$ cat src/rtl/class_argmax_irq.sv
// Argmax stage: latches the last-layer score vector, scans it serially for the largest
// signed score and publishes the winning index with a sticky interrupt.
// Optional runner-up index and margin outputs: define CLASS_ARGMAX_TOP2_EN.
module class_argmax_irq #(
    parameter int DATA_WIDTH  = 16,
    parameter int NUM_CLASSES = 10,
    parameter int IDX_WIDTH   = 4
) (
    input  logic                              clk,
    input  logic                              rst,
    input  logic [NUM_CLASSES*DATA_WIDTH-1:0] in_data,
    input  logic                              in_valid,
    input  logic                              intr_clr,
    output logic                              busy,
    output logic [IDX_WIDTH-1:0]              out_idx,
    output logic [DATA_WIDTH-1:0]             out_val,
    output logic                              out_valid,
    output logic                              intr,
    output logic                              overrun
`ifdef CLASS_ARGMAX_TOP2_EN
    ,
    output logic [IDX_WIDTH-1:0]              out_idx2,
    output logic [DATA_WIDTH:0]               out_margin
`endif
);

    typedef enum logic [1:0] {IDLE, SCAN, DONE} state_t;

    localparam logic [IDX_WIDTH-1:0] LAST_IDX = IDX_WIDTH'(NUM_CLASSES - 1);

    state_t state_reg, state_next;

    logic signed [DATA_WIDTH-1:0] elem    [NUM_CLASSES];
    logic signed [DATA_WIDTH-1:0] vec_reg [NUM_CLASSES];
    logic signed [DATA_WIDTH-1:0] cur_val;
    logic signed [DATA_WIDTH-1:0] best_val_reg;
    logic [IDX_WIDTH-1:0]         best_idx_reg;
    logic [IDX_WIDTH-1:0]         cnt_reg;
    logic                         busy_reg;
    logic [IDX_WIDTH-1:0]         out_idx_reg;
    logic [DATA_WIDTH-1:0]        out_val_reg;
    logic                         out_valid_reg;
    logic                         intr_reg;
    logic                         overrun_reg;

    generate
        for (genvar gi = 0; gi < NUM_CLASSES; gi++) begin : g_unpack
            assign elem[gi] = in_data[gi*DATA_WIDTH +: DATA_WIDTH];
        end
    endgenerate

    assign cur_val = vec_reg[cnt_reg];

    always_ff @(posedge clk) begin
        if (rst) state_reg <= IDLE;
        else     state_reg <= state_next;
    end

    always_comb begin
        state_next = state_reg;
        case (state_reg)
            IDLE:    if (in_valid) state_next = SCAN;
            SCAN:    if (cnt_reg == LAST_IDX) state_next = DONE;
            DONE:    state_next = IDLE;
            default: state_next = IDLE;
        endcase
    end

    always_ff @(posedge clk) begin
        if (rst) begin
            for (int k = 0; k < NUM_CLASSES; k++) vec_reg[k] <= '0;
            best_val_reg  <= '0;
            best_idx_reg  <= '0;
            cnt_reg       <= '0;
            busy_reg      <= 1'b0;
            out_idx_reg   <= '0;
            out_val_reg   <= '0;
            out_valid_reg <= 1'b0;
            intr_reg      <= 1'b0;
            overrun_reg   <= 1'b0;
        end else begin
            out_valid_reg <= 1'b0;
            case (state_reg)
                IDLE: begin
                    if (in_valid) begin
                        for (int k = 0; k < NUM_CLASSES; k++) vec_reg[k] <= elem[k];
                        best_val_reg <= elem[0];
                        best_idx_reg <= '0;
                        cnt_reg      <= IDX_WIDTH'(1);
                        busy_reg     <= 1'b1;
                    end
                end
                SCAN: begin
                    // Strictly greater, so ties keep the lower index.
                    if (cur_val > best_val_reg) begin
                        best_val_reg <= cur_val;
                        best_idx_reg <= cnt_reg;
                    end
                    if (cnt_reg != LAST_IDX) cnt_reg <= cnt_reg + 1'b1;
                end
                DONE: begin
                    out_idx_reg   <= best_idx_reg;
                    out_val_reg   <= best_val_reg;
                    out_valid_reg <= 1'b1;
                    busy_reg      <= 1'b0;
                end
                default: ;
            endcase
            if (in_valid && state_reg != IDLE) overrun_reg <= 1'b1;
            // A result arriving together with a clear keeps the interrupt raised.
            if (state_reg == DONE) intr_reg <= 1'b1;
            else if (intr_clr)     intr_reg <= 1'b0;
        end
    end

    assign busy      = busy_reg;
    assign out_idx   = out_idx_reg;
    assign out_val   = out_val_reg;
    assign out_valid = out_valid_reg;
    assign intr      = intr_reg;
    assign overrun   = overrun_reg;

`ifdef CLASS_ARGMAX_TOP2_EN
    logic signed [DATA_WIDTH-1:0] best2_val_reg;
    logic [IDX_WIDTH-1:0]         best2_idx_reg;
    logic                         has2_reg;
    logic [IDX_WIDTH-1:0]         out_idx2_reg;
    logic [DATA_WIDTH:0]          out_margin_reg;

    always_ff @(posedge clk) begin
        if (rst) begin
            best2_val_reg  <= '0;
            best2_idx_reg  <= '0;
            has2_reg       <= 1'b0;
            out_idx2_reg   <= '0;
            out_margin_reg <= '0;
        end else begin
            case (state_reg)
                IDLE: if (in_valid) has2_reg <= 1'b0;
                SCAN: begin
                    // A displaced leader becomes the runner-up; equal scores fall here.
                    if (cur_val > best_val_reg) begin
                        best2_val_reg <= best_val_reg;
                        best2_idx_reg <= best_idx_reg;
                    end else if (!has2_reg || cur_val > best2_val_reg) begin
                        best2_val_reg <= cur_val;
                        best2_idx_reg <= cnt_reg;
                    end
                    has2_reg <= 1'b1;
                end
                DONE: begin
                    out_idx2_reg   <= best2_idx_reg;
                    out_margin_reg <= {best_val_reg[DATA_WIDTH-1], best_val_reg}
                                    - {best2_val_reg[DATA_WIDTH-1], best2_val_reg};
                end
                default: ;
            endcase
        end
    end

    assign out_idx2   = out_idx2_reg;
    assign out_margin = out_margin_reg;
`endif

endmodule
$ cat config.mk
export PLATFORM = sky130hd
export DESIGN_NAME = class_argmax_irq
export DESIGN_NICKNAME = d
export VERILOG_FILES = /design/src/rtl/class_argmax_irq.sv
export SDC_FILE = /design/constraint.sdc
export NUM_CORES = 1
export LEC_CHECK = 0
export ABC_AREA = 1
export CORE_ASPECT_RATIO = 2
export CORE_MARGIN = 5
export CORE_UTILIZATION = 48
export CTS_CLUSTER_DIAMETER = 200
export DETAILED_ROUTE_END_ITERATION = 12
export PLACE_DENSITY = 0.77
export SLEW_MARGIN = 25
export SYNTH_ARGS = -nofsm -noshare
export SYNTH_HDL_FRONTEND = slang
export SYNTH_SLANG_ARGS = --single-unit
$ cat constraint.sdc
create_clock -name clk -period 4.9 [get_ports clk]
set_input_delay 0.735 -clock clk [delete_from_list [all_inputs] [get_ports clk]]
set_output_delay 0.735 -clock clk [all_outputs]
set_load 0.1 [all_outputs]
=== Word level (Yosys, flattened, before mapping) ===
Memories as Yosys holds them, arrays and structs flattened. A register that Yosys moved wholly into a read port is not among the register bits.
Cells that the tools add are included.

* $add $sub $neg: 1
* Bitwise gates (word level): 10
* Reduce and logical (&&, ||, !) cells: 10
* Muxes and demuxes: 35
* $lt $le $gt $ge: 1
* Equal/unequal tests: 8

{| class="wikitable"
|+ Operators with widths
! operator !! number
|-
| two-way mux 16 bit || 12
|-
| case mux 16 bit (2 select lines) || 1
|-
| two-way mux 4 bit || 6
|-
| greater-than comparator 16 bit || 1
|-
| case mux 4 bit (2 select lines) || 2
|-
| two-way mux 1 bit || 10
|-
| bitwise OR 1 bit || 10
|-
| != test 2 bit, second input constant || 4
|-
| nonzero test 2 bit || 4
|-
| AND reduction 3 bit || 2
|-
| adder 4 x 1 -> 4 bit, second input constant || 1
|-
| equality test 4 bit, second input constant || 1
|-
| two-way mux 2 bit || 2
|-
| != test 4 bit, second input constant || 1
|-
| case mux 2 bit (2 select lines) || 1
|-
| AND reduction 2 bit || 2
|-
| equality test 2 x 1 -> 1 bit, second input constant || 1
|-
| equality test 2 bit, second input constant || 1
|-
| logical NOT 2 bit || 1
|-
| case mux 1 bit (2 select lines) || 1
|-
| logical AND 1 bit || 1
|}

* Memories: 1
* Input bits: 164
* Register bits: 50
* Output and inout bits: 24
* Memory bits (writable): 160

{| class="wikitable"
|+ Memories
! memory !! words !! width !! read ports !! clocked after Yosys merged registers in !! write ports !! line !! RTL
|-
| vec_reg || 10 || 16 || 1 || 1 || 10 || 34 || <nowiki>logic signed [DATA_WIDTH-1:0] vec_reg [NUM_CLASSES];</nowiki>
|}

=== Logic depth before layout (Yosys ltp) ===
Gate-level depths: netlist (run 1).

* Depth after elaboration: 5
* Mapped depth: 26
* Mapped depth without buffers: 23

=== Worst setup path after synthesis (run 1) ===
No wires, ideal clock.

* Path kind: input to register
* Start point: input rst
* End point: register (tool-made name)
* Arrival time: 4305 ps
* Data required time: 4572 ps
* Library setup time: 328 ps
* Buffers on the path: 1
* Cell stages on the path: 4
* Path slack: 266 ps
* Path through: buf_2 -> nor2_1 -> inv_1 -> nor3_1

{| class="wikitable"
|+ RTL lines
! element !! line !! RTL
|-
| start: declaration || 10 || <nowiki>input logic rst,</nowiki>
|}

==> results of run 1 <==
==> power by group <==
| group | switching [W] | internal (W) |
|---|---|---|
| clock | 0.000667 | 0.000841 |
| combinational | 0.000463 | 0.000325 |
| sequential | 0.0000733 | 0.00210 |
| total | 0.00120 | 0.00327 |
==> worst reg2reg max path: cells and delay by family, from the launching register on <==
| family | cells | cell delay (ns) |
|---|---|---|
| AO/OA/AOI/OAI | 4 | 0.60 |
| flip-flops | 1 | 0.82 |
| AND/OR/NAND/NOR | 9 | 1.07 |
| adder cells (fa/ha/maj) | 1 | 0.31 |
| buffers and inverters | 3 | 0.86 |
==> worst paths after layout <==
path / to / slack (ns) / depth (start not counted)
max: best_idx_reg[3]$_SDFFE_PP0P_ / 1.19 / 17
min: overrun$_SDFFE_PP0P_ / 0.46 / 2
max reg2reg: best_idx_reg[3]$_SDFFE_PP0P_ / 1.19 / 17
min reg2reg: overrun$_SDFFE_PP0P_ / 0.46 / 2
==> kinds of logic (layout without fill, tap and decap cells) <==
| logic type | count (synthesis) | after routing | synth area share [%] |
|---|---|---|---|
| buffers and inverters | 350 | 514 | 14.0 |
| AO/OA/AOI/OAI | 185 | 185 | 11.1 |
| AND/OR/NAND/NOR | 440 | 440 | 16.9 |
| flip-flops | 214 | 214 | 55.9 |
| adder cells (fa/ha/maj) | 18 | 18 | 2.14 |
==> area by class of cell <==
class	count	area share, %
clock buffer	21	3.76
clock inverter	13	0.994
inverter	282	8.12
multi-input combinational	643	24.3
sequential	214	45.0
tap	273	2.61
timing repair buffer	198	15.2
==> Yosys cell counts <==
| library cell | count | area share (%) |
|---|---|---|
| sky130_fd_sc_hd__a21o_1 | 1 | 0.071 |
| sky130_fd_sc_hd__a21oi_1 | 60 | 2.9 |
| sky130_fd_sc_hd__a21oi_2 | 17 | 1.4 |
| sky130_fd_sc_hd__and3_1 | 1 | 0.059 |
| sky130_fd_sc_hd__buf_1 | 2 | 0.071 |
| sky130_fd_sc_hd__buf_12 | 2 | 0.38 |
| sky130_fd_sc_hd__buf_2 | 34 | 1.6 |
| sky130_fd_sc_hd__buf_6 | 11 | 1.2 |
| sky130_fd_sc_hd__clkbuf_1 | 19 | 0.68 |
| sky130_fd_sc_hd__clkinv_1 | 1 | 0.036 |
| sky130_fd_sc_hd__dfxtp_1 | 54 | 10 |
| sky130_fd_sc_hd__edfxtp_1 | 160 | 46 |
| sky130_fd_sc_hd__ha_1 | 18 | 2.1 |
| sky130_fd_sc_hd__inv_1 | 280 | 10 |
| sky130_fd_sc_hd__inv_2 | 1 | 0.036 |
| sky130_fd_sc_hd__nand2_1 | 168 | 6.0 |
| sky130_fd_sc_hd__nand3_1 | 70 | 3.3 |
| sky130_fd_sc_hd__nand3_2 | 1 | 0.095 |
| sky130_fd_sc_hd__nand3b_2 | 2 | 0.21 |
| sky130_fd_sc_hd__nand4_1 | 1 | 0.059 |
| sky130_fd_sc_hd__nor2_1 | 192 | 6.8 |
| sky130_fd_sc_hd__nor2_2 | 1 | 0.059 |
| sky130_fd_sc_hd__nor2_4 | 1 | 0.11 |
| sky130_fd_sc_hd__nor3_1 | 3 | 0.14 |
| sky130_fd_sc_hd__o211a_1 | 1 | 0.095 |
| sky130_fd_sc_hd__o211ai_1 | 37 | 2.6 |
| sky130_fd_sc_hd__o211ai_2 | 11 | 1.3 |
| sky130_fd_sc_hd__o21ai_0 | 55 | 2.6 |
| sky130_fd_sc_hd__o21ai_1 | 2 | 0.095 |
| sky130_fd_sc_hd__o22ai_1 | 1 | 0.059 |
==> layer usage <==
metal,share of wire (%),wire (um),GRT usage [%],up-vias
met3,5.4,1480,2.34,89
met1,33,9020,21.2,3701
met2,54,14800,40.0,310
li1,-,-,-,4090
met4,7.3,1990,13.9,0
met5,0,0,0,-
==> cell usage in the layout (no fill, tap or decap), drive strengths merged <==
| cell type | instances |
|---|---|
| inv | 283 |
| nor2 | 194 |
| clkdlybuf4s50 | 187 |
| nand2 | 168 |
| edfxtp | 160 |
| a21oi | 77 |
| nand3 | 71 |
| o21ai | 57 |
| dfxtp | 54 |
| o211ai | 48 |
| clkbuf | 21 |
| ha | 18 |
| buf | 11 |
| clkinv | 8 |
| nor3 | 3 |
| nand3b | 2 |
| clkinvlp | 2 |
| bufinv | 2 |
| and3 | 1 |
| o22ai | 1 |
| a21o | 1 |
| nand4 | 1 |
| o211a | 1 |
==> through the flow <==
step / hold slack, ns / std cells
after floorplan: 0.430 / 1207
after global placement: 0.438 / 1610
after detailed placement: 0.446 / 1610
after CTS: 0.457 / 1644
after global routing: 0.487 / 1644
final: 0.456 / 1644
==> impl.org, run 1 <==
** Outcome
- Outcome :: completed

** Timing
- For the pin with the worst max-slew slack, the measured transition is 0.997 ns.
- Upper clock frequency limit :: 269 MHz
- Final hold violation count :: 0
- Final Worst Setup Slack :: between 1 and 1.5 ns
- Layout Skew :: 0.0185 ns
- Sum Neg Setup Slack :: 0 ns
- Headroom to the max-slew limit came out at 33.3%.
- In the finished design, the share of the clock period the worst path needs comes to 75.7%.
- Final count of negative-setup-slack endpoints :: 0
- The smallest clock period supported by the final layout is computed as 3.71 ns.
- Setup repair after global routing left no endpoint under its margin.
- Final Max Slew Viols :: 0

** Setup path
- Among the stages of the critical path, the cell type that occurs most often is sky130_fd_sc_hd__nand2_1.
- The worst setup path is launched from a flip-flop.
- Required @ worst endpoint :: 5.35 ns
- Largest incremental delay on the critical path :: ~0.82 ns
- Critical Path Sink Type :: flip-flop
- CP Buf/Inv Count :: 3
- Crit path max-delay family :: simple AND/OR/NAND/NOR gates
- Cells along the critical path :: buf_12 -> nand2_1 -> o211ai_2 -> nand3_1 -> nand3_1 -> nand2_1 -> ha_1 -> a21oi_1 -> o21ai_1 -> a21oi_1 -> nand3_1 -> nand3_2 -> buf_4 -> nand2_1 -> nand2_1 -> nand2_1 -> inv_1
- Cell with the largest stage delay on the worst path :: sky130_fd_sc_hd__dfxtp_4
- For the worst setup path, the data arrival time is 4.16 ns.
- Crit Path Max Fanout :: between 80 and 90
- By startpoint and endpoint, the worst setup path is classified as flip-flop to flip-flop.

** GRT
- The first global-routing pass estimated 40900 um of wire.
- The number of global-route vias before repair came to 8076.
- Pin count of the biggest net entering global routing :: 106
- Global routing used a little over a fifth of the available tracks across all layers.
- Number of antenna violations at the first check in global routing :: 0
- Global routing finished with a remaining overflow of 0.

** Power and ir drop
- In this run the static leakage power is 5.96 nW.
- Power Density :: roughly 340 mW/mm^2
- Power comes to 0.00447 W.
- The worst-case IR drop observed on VDD is 301 uV.

** Run
- Max capacitance violation total :: 0

** Routing
- Using the TritonRoute via totals, the vias-per-cell ratio works out to approximately 5.0.
- In this run the remaining antenna-violating nets after routing total 0.
- DR DRC count :: 0
- In the final routed layout, each cell accounts on average for 16.6 um.
- Summing over every cut layer, the via total after detailed routing is 8190.
- Drt total wl :: about 27000 um
- First-pass DRT Iterations :: 5
- In this run, the number of DRC markers left after iteration 0 of detailed routing was 759.

** Final layout
- Across the whole layout, storage elements account for 0.00589 mm^2.
- Combined area of the multi-input logic cells :: 0.00319 mm^2
- Max FFs per register :: 160
- Cells fill 60.7% of the core in the end.
- After routing the design area is 0.0131 mm^2.
- The number of antenna diodes in the final layout is 0.
- After the last flow step, the layout net total stands at between 1.5k and 2k.
- Area overhead of the layout relative to synthesis :: 24.3%
- After filler insertion, the fill cell instance count of the layout stands at 1771.
- Proportion of layout cells with a drive suffix above 1 :: 5.84%

** Clock tree
- CTS built an H-tree with a depth of 1.
- Total clock buffers created by CTS :: 19
- Clock-pin slew was measured on the worst setup and hold paths at 0.07 ns.
- Clock tree synthesis selected as its root buffer the cell sky130_fd_sc_hd__clkbuf_16.
- Clock Tree Buf Depth :: 3
- Buffers inserted to repair hold after CTS numbered 0.
- TritonCTS built the clock tree.
- The tree built by TritonCTS fans out to 214 sinks.
- The number of gates resized after CTS was 0.
- After clock tree synthesis, the setup repair step added 0 buffers.
- The later pin in the worst-skew pair is clocked with a latency of 0.50 ns.

** Synth
- Count of distinct cell types in the synthesized netlist :: 30
- Summing every instance area after synthesis gives about 0.011 mm^2.
- After technology mapping, the gate count stands at between 1k and 1.5k.
- Counting every net in the synthesized netlist gives about 1.4k.
- FF+latch count, synth :: 214
- Per-instance average area after synthesis :: 8.73 um^2
- The share of the Yosys chip area taken by registers is between 50 and 60%.
- For this run, the number of Yosys warnings is 0.

** Min path
- Start point of the worst min-delay path :: overrun$_SDFFE_PP0P_
- The tightest min-delay check is of the flip-flop to flip-flop type.

** Place
- Prior to clock tree synthesis, the placed netlist has a worst setup slack of 1.27 ns.
- Buffers placed on the I/O ports in this run total 187.
- The placed instances occupy a cell area of 0.0125 mm^2.
- Routability-driven placement finished with a final weighted congestion of 0.902.
- Post-DP HPWL :: approximately 20000 um

** Floorplan
- Number of ports placed on the die boundary :: 188
- Die area :: 0.0252 mm^2
- In this run the horizontal extent of the chip is 115 um.
- The floorplan has 76 rows.
- Measured along the y axis, the die boundary spans 220 um.
- Once the floorplan was initialized, standard cells occupied 48.8% of the core.
- Core Footprint :: 0.0216 mm^2
Power figures use the tool's default switching activity.
==> inputs of run 2 (changes only) <==
Settings changed: CORE_UTILIZATION 48 to 53, PLACE_DENSITY 0.77 to 0.8.
Clock period 4.9 ns to 3.45 ns, I/O delays scaled along.
==> run 2 against run 1 <==
Non-clock buffer count increased by 6. Flip-flop and latch count unchanged. Final cell count decreased by 0.43%. Die area decreased by 8.8%. Routed wire length decreased by 1.1%. Global-route usage increased by 2.4 points. Sequential power increased by 41%. Hold slack got worse by 0.0047 ns. Largest power group unchanged. Via count decreased by 0.23%. Clock power increased by 38%. Register-to-register slack got worse by 0.85 ns. Cell area increased by 0.76%. Largest cell class unchanged.
==> impl.org, run 2 (synthesis results as in run 1) <==
** Clock tree
- The number of instances resized during post-cts repair is 0 (unchanged).
- Root buffer cell :: sky130_fd_sc_hd__clkbuf_16
- Total clock buffers created by CTS :: 19 (unchanged)
- TritonCTS built the clock tree.
- The number of sinks driven by the clock tree came to 214 (unchanged).
- Hold Buf Count CTS :: 0 (unchanged)
- Count of buffers added by post-CTS timing repair for setup :: 0 (unchanged)
- Later-pin clock latency in the skew report :: 0.49 ns (about the same)
- Clock transition at the registers of the reported paths :: 0.07 ns (about the same)
- The total number of H-tree levels came to 1 (unchanged).
- The number of buffers between clock root and the deepest sink was 3 (unchanged).

** Routing
- First-pass DRT Iterations :: 5 (unchanged)
- Post-DRT Antenna Nets :: 0 (unchanged)
- Total via count in the routed design :: 8171 (-0.23%)
- The number of violations reported at the end of detailed-routing iteration 0 came to 544 (-28%).
- Vias per cell :: 4.99 (+0.19%)
- The total routed wirelength is 27000 um (-1.1%).
- DR DRC count :: 0 (unchanged)
- The post-detailed-route wirelength per cell is 16.5 um (-0.68%).

** Timing
- Setup repair after global routing left no endpoint under its margin.
- Slew of the pin with the lowest slew margin :: 0.995 ns (-0.00233 ns)
- Final Max Slew Viols :: 0 (unchanged)
- Layout Skew :: 0.0107 ns (-0.00775 ns)
- The worst hold margin was 0.451 ns (-0.00473 ns).
- Upper clock frequency limit :: 322 MHz (+19%)
- Relative slew slack :: 33.5% (+0.16 points)
- The number of endpoints failing setup at the final stage is 0 (unchanged).
- The final critical path time including I/O delays and setup came to 3.11 ns (-0.601 ns).
- The final worst-path cycle share came to 90.2% (+14 points).
- Final hold violation count :: 0 (unchanged)

** Floorplan
- Initial core utilization :: 53.4% (+4.6 points)
- Die span in y :: 209 um (-4.6%)
- Row Count :: 73 (-3.9%)
- The x dimension of the die is 110 um (-4.4%).
- Core Footprint :: 0.0197 mm^2 (-8.6%)
- The area enclosed by the die boundary came to 0.0230 mm^2 (-8.8%).
- The I/O pin total came to 188 (unchanged).

** Final layout
- Leaving out fill and tap cells, the most frequent cell in the layout is sky130_fd_sc_hd__inv_1.
- The number of inserted diodes is 0 (unchanged).
- Summed area of non-filler cells in the final layout :: 0.0132 mm^2 (+0.76%)
- The flip-flop count of the largest register after layout came to 160 (unchanged).
- The ratio of cells with drive above 1 in the final layout was 6.25% (+0.42 points).
- The library cells used most frequently in the layout, excluding fill and tap cells, are sky130_fd_sc_hd__inv_1, sky130_fd_sc_hd__nor2_1, sky130_fd_sc_hd__clkdlybuf4s50_1, sky130_fd_sc_hd__nand2_1, sky130_fd_sc_hd__edfxtp_1.
- Area overhead of the layout relative to synthesis :: 25.2%
- Total number of nets in the final design :: 1546 (+0.39%)
- The non-filler instance count after layout is 1637 (-0.43%).

** Place
- The cell area after placement came to 0.0126 mm^2 (+1.0%).
- The post-placement cell count was 1605 (-0.31%).
- Final GP Congestion :: 0.904 (+0.27%)
- Post-DP HPWL :: 20200 um (-2.1%)
- The number of port buffers was 187 (unchanged).

** Setup path
- The largest fanout on the critical path is 67 (-20%).
- End of the worst register-to-register path :: best_idx_reg[2]$_SDFFE_PP0P_
- The most critical setup path has its endpoint at best_idx_reg[2]$_SDFFE_PP0P_.
- The required time at the endpoint of the critical path came to 3.89 ns (-1.46 ns).
- The worst path arrival time is 3.55 ns (-0.61 ns).
- Reg2reg setup slack :: 0.34 ns (-0.85 ns)
- The worst setup path is launched from a flip-flop.
- The worst setup path is captured at a flip-flop.
- Worst setup path class :: flip-flop to flip-flop
- The number of cell instances on the worst register-to-register path is 20 (+3).

** Run
- The number of violations of the max-capacitance limit is 0 (unchanged).

** GRT
- Pin count of the biggest net entering global routing :: 70 (-34%)
- Met3 usage :: 2.52% (+0.19 points)
- Congestion Overflow GR :: 0 (unchanged)
- Number of antenna violations at the first check in global routing :: 0 (unchanged)
- The global-route track usage on met2 is 44.2% (+4.2 points).
- The total track usage was 23.6% (+2.4 points).
- The wire length of the first global-routing pass was 41300 um (+0.93%).
- Global routing met1 resource utilization :: 24.4% (+3.2 points)
- Layer with the highest usage after global routing :: met2
- The number of global-route vias before repair was 8156 (+0.99%).

** Power and ir drop
- The total power divided by cell area came to 480 mW/mm^2 (+41%).
- The worst IR drop on VDD is 483 uV (+60%).
- The leakage component of the power came to 6.00 nW (+0.69%).
- The total power consumption of the routed design came to 0.00633 W (+42%).

** Min path
- In this run the most critical hold path is launched from overrun$_SDFFE_PP0P_.
- In this run the worst hold path is classified as flip-flop to flip-flop.
- Hold path cells :: 2 (unchanged)

** Outcome
- The flow ran to the end, and the final reports show no timing, DRC or antenna violations.
## run 2: changes by cell type in the layout (fill, tap and decap cells not counted), sizes merged
cell / change
clkdlybuf4s50: -1
buf: +7
clkbuf: -1
clkinv: +1
clkinvlp: +1
inv: -3
## run 2: metrics by stage
| step | TNS, ns | setup slack, ns | util [%] |
|---|---|---|---|
| detailed placement | 0 | 0.421 | 63.9 |
| global route | 0 | 0.0255 | 66.9 |
| finish | 0 | 0.340 | 66.9 |
| floorplan | -10.13 | -0.0633 | - |
| global placement | 0 | 0.472 | 63.9 |
| CTS | 0 | 0.383 | 66.9 |
## run 2: report_power, final
| group | internal (W) | total (W) | leakage, nW | switching, W |
|---|---|---|---|---|
| registers | 0.00298 | 0.00307 | 2.17 | 0.0000896 |
| logic | 0.000488 | 0.00117 | 3.54 | 0.000684 |
| clock network | 0.00116 | 0.00209 | 0.286 | 0.000929 |
| total | 0.00463 | 0.00633 | 6.00 | 0.00170 |
## run 2: layout make-up
| class | instances | area, um^2 |
|---|---|---|
| sequential | 214 | 5890 |
| multi-input combinational | 643 | 3210 |
| timing repair buffer | 204 | 2110 |
| clock inverter | 12 | 114 |
| fill | 1566 | 6530 |
| clock buffer | 20 | 479 |
| inverter | 282 | 1060 |
| tap | 262 | 328 |
## run 2: worst min path at each step
stage,to
after CTS,overrun$_SDFFE_PP0P_
after global placement,overrun$_SDFFE_PP0P_
after floorplan,out_idx[0]$_SDFFE_PP0P_
final,overrun$_SDFFE_PP0P_
after detailed placement,overrun$_SDFFE_PP0P_
after global routing,out_idx[0]$_SDFFE_PP0P_
## run 2: worst max-delay path, cell delays in order, from the launching register on
cell                       delay [ns]
sky130_fd_sc_hd__dfxtp_4         0.63
sky130_fd_sc_hd__buf_12          0.32
sky130_fd_sc_hd__nand2_1         0.10
sky130_fd_sc_hd__o211ai_1        0.22
sky130_fd_sc_hd__nand3_1         0.13
sky130_fd_sc_hd__nand3_1         0.10
sky130_fd_sc_hd__nand2_1         0.09
sky130_fd_sc_hd__ha_1            0.31
sky130_fd_sc_hd__nand2_1         0.05
sky130_fd_sc_hd__nor2_1          0.13
sky130_fd_sc_hd__nand2_1         0.10
sky130_fd_sc_hd__clkinv_1        0.06
sky130_fd_sc_hd__nand2_1         0.06
sky130_fd_sc_hd__nand2_1         0.06
sky130_fd_sc_hd__nand2_1         0.06
sky130_fd_sc_hd__nand3_2         0.08
sky130_fd_sc_hd__buf_12          0.23
sky130_fd_sc_hd__nand2_1         0.12
sky130_fd_sc_hd__nand2_1         0.07
sky130_fd_sc_hd__nand2_1         0.04
sky130_fd_sc_hd__inv_1           0.05
## run 2: per-layer routing
metal	share of wire, %	vias up
li1	-	4100
met1	34	3737
met2	55	264
met3	4.5	70
met4	6.3	0
met5	0	-
==> inputs of run 3 (changes only) <==
Settings changed: CORE_UTILIZATION 53 to 45, PLACE_DENSITY 0.8 to 0.7, SLEW_MARGIN 25 to 20.
==> run 3 against run 2 <==
Maximum frequency grew 0.78%. Final cell count increased by 2.3%. Flip-flop and latch count unchanged. Largest power group unchanged. Clock power is 4% higher. Via count decreased by 0.12%. Power grew 1.5%.
==> impl.org, run 3 (synthesis results as in run 1) <==
** Clock tree
- Number of levels the H-tree was split into :: 1 (unchanged)
- The hold buffer count at CTS came to 0 (unchanged).
- Clock Tree Buf Depth :: 3 (unchanged)
- Later-pin clock latency in the skew report :: 0.51 ns (+0.02 ns)
- The number of sinks driven by the clock tree is 214 (unchanged).
- Total clock buffers created by CTS :: 20 (+1)
- Clock transition at the registers of the reported paths :: 0.07 ns (about the same)
- CTS placed an instance of sky130_fd_sc_hd__clkbuf_16 at the clock tree root.
- TritonCTS clock tree :: done

** Routing
- The post-route antenna net violation count came to 0 (unchanged).
- Vias per cell :: 4.87 (-2.4%)
- The detailed-routing iteration count for the pre-antenna-repair pass came to 5 (unchanged).
- Total via count in the routed design :: 8161 (-0.12%)
- The number of violations reported at the end of detailed-routing iteration 0 was 737 (+35%).
- The number of DRC violations after detailed routing came to 0 (unchanged).
- Average routed wire per standard cell :: 16.6 um (+0.75%)
- Drt total wl :: 27900 um (+3.1%)

** GRT
- Number of antenna violations at the first check in global routing :: 1 (+1)
- The number of global-route vias before repair is 8207 (+0.63%).
- Pin count of the biggest net entering global routing :: 70 (unchanged)
- Global-route wire length before repair :: 42700 um (+3.6%)
- The total track usage came to 20.4% (-3.2 points).
- Congestion Overflow GR :: 0 (unchanged)

** Setup path
- The worst setup path is captured at a flip-flop.
- The slowest stage of the critical path is the sky130_fd_sc_hd__dfxtp_4 cell.
- End of the worst register-to-register path :: best_val_reg[8]$_SDFFE_PP0P_
- Logic depth of the worst setup path including buffers :: 18 (-10%)
- The kind of cell with the highest combined delay along the critical path is simple AND/OR/NAND/NOR gates.
- Among the stages of the critical path, the cell type that occurs most often is sky130_fd_sc_hd__nand2_1.
- The number of buffers and inverters on the critical path came to 3 (-1).
- Required @ worst endpoint :: 3.85 ns (-0.04 ns)
- The critical path is of the flip-flop to flip-flop type.
- The worst reg-to-reg setup slack was 0.36 ns (+0.02 ns).
- Capturing element of the worst setup path :: best_val_reg[8]$_SDFFE_PP0P_
- Walking the worst path, the cells encountered are buf_4 -> o21ai_0 -> buf_4 -> nand3_1 -> nand3_1 -> nand2_1 -> ha_1 -> a21oi_1 -> nand2_1 -> nand2_1 -> nand2_1 -> nand2_1 -> nand3_1 -> nand3_2 -> buf_6 -> nand3_1 -> nand2_1 -> nor2_1.
- The number of cell instances on the worst register-to-register path is 18 (-10%).
- Largest incremental delay on the critical path :: 0.44 ns (-0.19 ns)
- Critical path arrival :: 3.48 ns (-0.07 ns)
- The largest fanout on the critical path is 26 (-61%).
- Startpoint types :: flip-flop

** Power and ir drop
- Leakage component of the power :: 6.09 nW (+1.4%)
- The reported net switching power was 0.00170 W (about the same).
- Sequential cell fraction of total power :: 47.6% (-0.9 points)
- The total power divided by cell area came to 482 mW/mm^2 (+0.41%).
- Int Pwr :: 0.00473 W (+2.1%)
- Combinational share of power :: 18.5% (about the same)
- The worst IR drop on VDD came to 451 uV (-6.6%).
- The switching power as a share of total power was 26.5% (-0.41 points).
- The clock network power share was 33.9% (+0.9 points).

** Floorplan
- The initial cell density of the core came to 45.4% (-8.0 points).
- Core Footprint :: 0.0232 mm^2 (+18%)
- Die area :: 0.0268 mm^2 (+16%)
- The I/O pin total is 188 (unchanged).
- The x dimension of the die came to 118 um (+7.7%).
- The floorplan row count came to 79 (+8.2%).
- Die span in y :: 226 um (+8.1%)

** Final layout
- The final instance area came to 0.0133 mm^2 (+1.1%).
- Leaving out fill and tap cells, the most frequent cell in the layout is sky130_fd_sc_hd__inv_1.
- Proportion of layout cells with a drive suffix above 1 :: 7.40% (+1.2 points)
- Area overhead of the layout relative to synthesis :: 26.6%
- In the layout the commonest cells are sky130_fd_sc_hd__inv_1, sky130_fd_sc_hd__nor2_1, sky130_fd_sc_hd__clkdlybuf4s50_1, sky130_fd_sc_hd__nand2_1, sky130_fd_sc_hd__edfxtp_1.
- Total number of nets in the final design :: 1559 (+0.84%)
- The flip-flop count of the largest register after layout is 160 (unchanged).
- The non-filler instance count after layout was 1675 (+2.3%).

** Place
- The cell area after placement was 0.0127 mm^2 (+0.57%).
- Placed cell count :: 1637 (+2.0%)
- Post-DP HPWL :: 21400 um (+5.9%)
- The final weighted congestion in routability-driven placement was 0.876 (-3.1%).
- Number of input and output port buffers inserted :: 187 (unchanged)

** Timing
- Final count of negative-setup-slack endpoints :: 0 (unchanged)
- The count of final hold-check violations was 0 (unchanged).
- Share of the clock period used by the worst path :: 89.5% (-0.70 points)
- The final critical path time including I/O delays and setup came to 3.09 ns (-0.0242 ns).
- The actual transition at the worst max-transition pin is 0.997 ns (+0.00218 ns).
- Layout Skew :: 0.0126 ns (+0.00187 ns)
- Relative slew slack :: 33.3% (-0.15 points)
- Setup repair after global routing left no endpoint under its margin.
- Final Max Slew Viols :: 0 (unchanged)
- The highest clock rate is 324 MHz (+0.78%).

** Run
- Max capacitance violation total :: 0 (unchanged)

** Min path
- Worst hold-check path type :: flip-flop to flip-flop
- Hold path cells :: 2 (unchanged)

** Outcome
- Outcome :: completed
[run 3: area by class of cell]
type                            instances  area (um^2)
Fill cell                            2058         9890
Tap cell                              283          354
Inverter                              282         1060
Timing Repair Buffer                  216         2170
Antenna cell                            1         2.50
Clock inverter                          6         32.5
Sequential cell                       214         5890
Clock buffer                           30          618
Multi-Input combinational cell        643         3210
[run 3: what timing repair did]
action / in CTS / in global routing
endpoints found under the setup margin: 0 / 14
setup buffers: 0 / 1
resized for setup: 0 / 1
[run 3: how the worst min path moves through the flow]
| stage | from | to | slack, ns |
|---|---|---|---|
| 2_1_floorplan | best_idx_reg[0]$_SDFFE_PP0P_ | out_idx[0]$_SDFFE_PP0P_ | 0.43 |
| 3_3_place_gp | overrun$_SDFFE_PP0P_ | overrun$_SDFFE_PP0P_ | 0.44 |
| 3_5_place_dp | overrun$_SDFFE_PP0P_ | overrun$_SDFFE_PP0P_ | 0.44 |
| 4_1_cts | overrun$_SDFFE_PP0P_ | overrun$_SDFFE_PP0P_ | 0.45 |
| 5_1_grt | best_idx_reg[3]$_SDFFE_PP0P_ | out_idx[3]$_SDFFE_PP0P_ | 0.48 |
| 6_report | overrun$_SDFFE_PP0P_ | overrun$_SDFFE_PP0P_ | 0.45 |
[run 3: routing by layer]
layer | global-route usage [%] | vias up | wire [um] | part of all wire (%)
met3 | 2.15 | 69 | 1270 | 4.6
met1 | 20.9 | 3694 | 9500 | 34
met4 | 10.5 | 0 | 1430 | 5.1
li1 | - | 4136 | - | -
met2 | 40.0 | 262 | 15700 | 56
met5 | 0 | - | 0 | 0
[run 3: worst reg2reg max path: cells and delay by family, from the launching register on]
kind                     cells  cell delay (ns)
flip-flops                   1             0.44
adder cells (fa/ha/maj)      1             0.30
AO/OA/AOI/OAI                2             0.51
AND/OR/NAND/NOR             12             1.07
buffers and inverters        3             0.65
[run 3: stage by stage]
| step | utilization, % | hold WS (ns) | power, W | setup TNS [ns] | worst slack [ns] |
|---|---|---|---|---|---|
| final | 57.4 | 0.450 | 0.00643 | 0 | 0.364 |
| after global routing | 57.4 | 0.481 | 0.00673 | 0 | 0.0639 |
| after CTS | 57.4 | 0.453 | 0.00648 | 0 | 0.138 |
| after detailed placement | 54.6 | 0.443 | 0.00430 | 0 | 0.172 |
| after global placement | 54.6 | 0.437 | 0.00428 | 0 | 0.225 |
| after floorplan | - | 0.430 | 0.00389 | -10.13 | -0.0633 |
[run 3: power by group through the flow]
| stage | Combinational, W | Clock [W] | Sequential [W] |
|---|---|---|---|
| floorplan | 0.000786 | 0 | 0.00310 |
| global placement | 0.00116 | 0 | 0.00312 |
| detailed placement | 0.00118 | 0 | 0.00312 |
| CTS | 0.00119 | 0.00222 | 0.00307 |
| global route | 0.00133 | 0.00232 | 0.00308 |
| finish | 0.00119 | 0.00218 | 0.00306 |
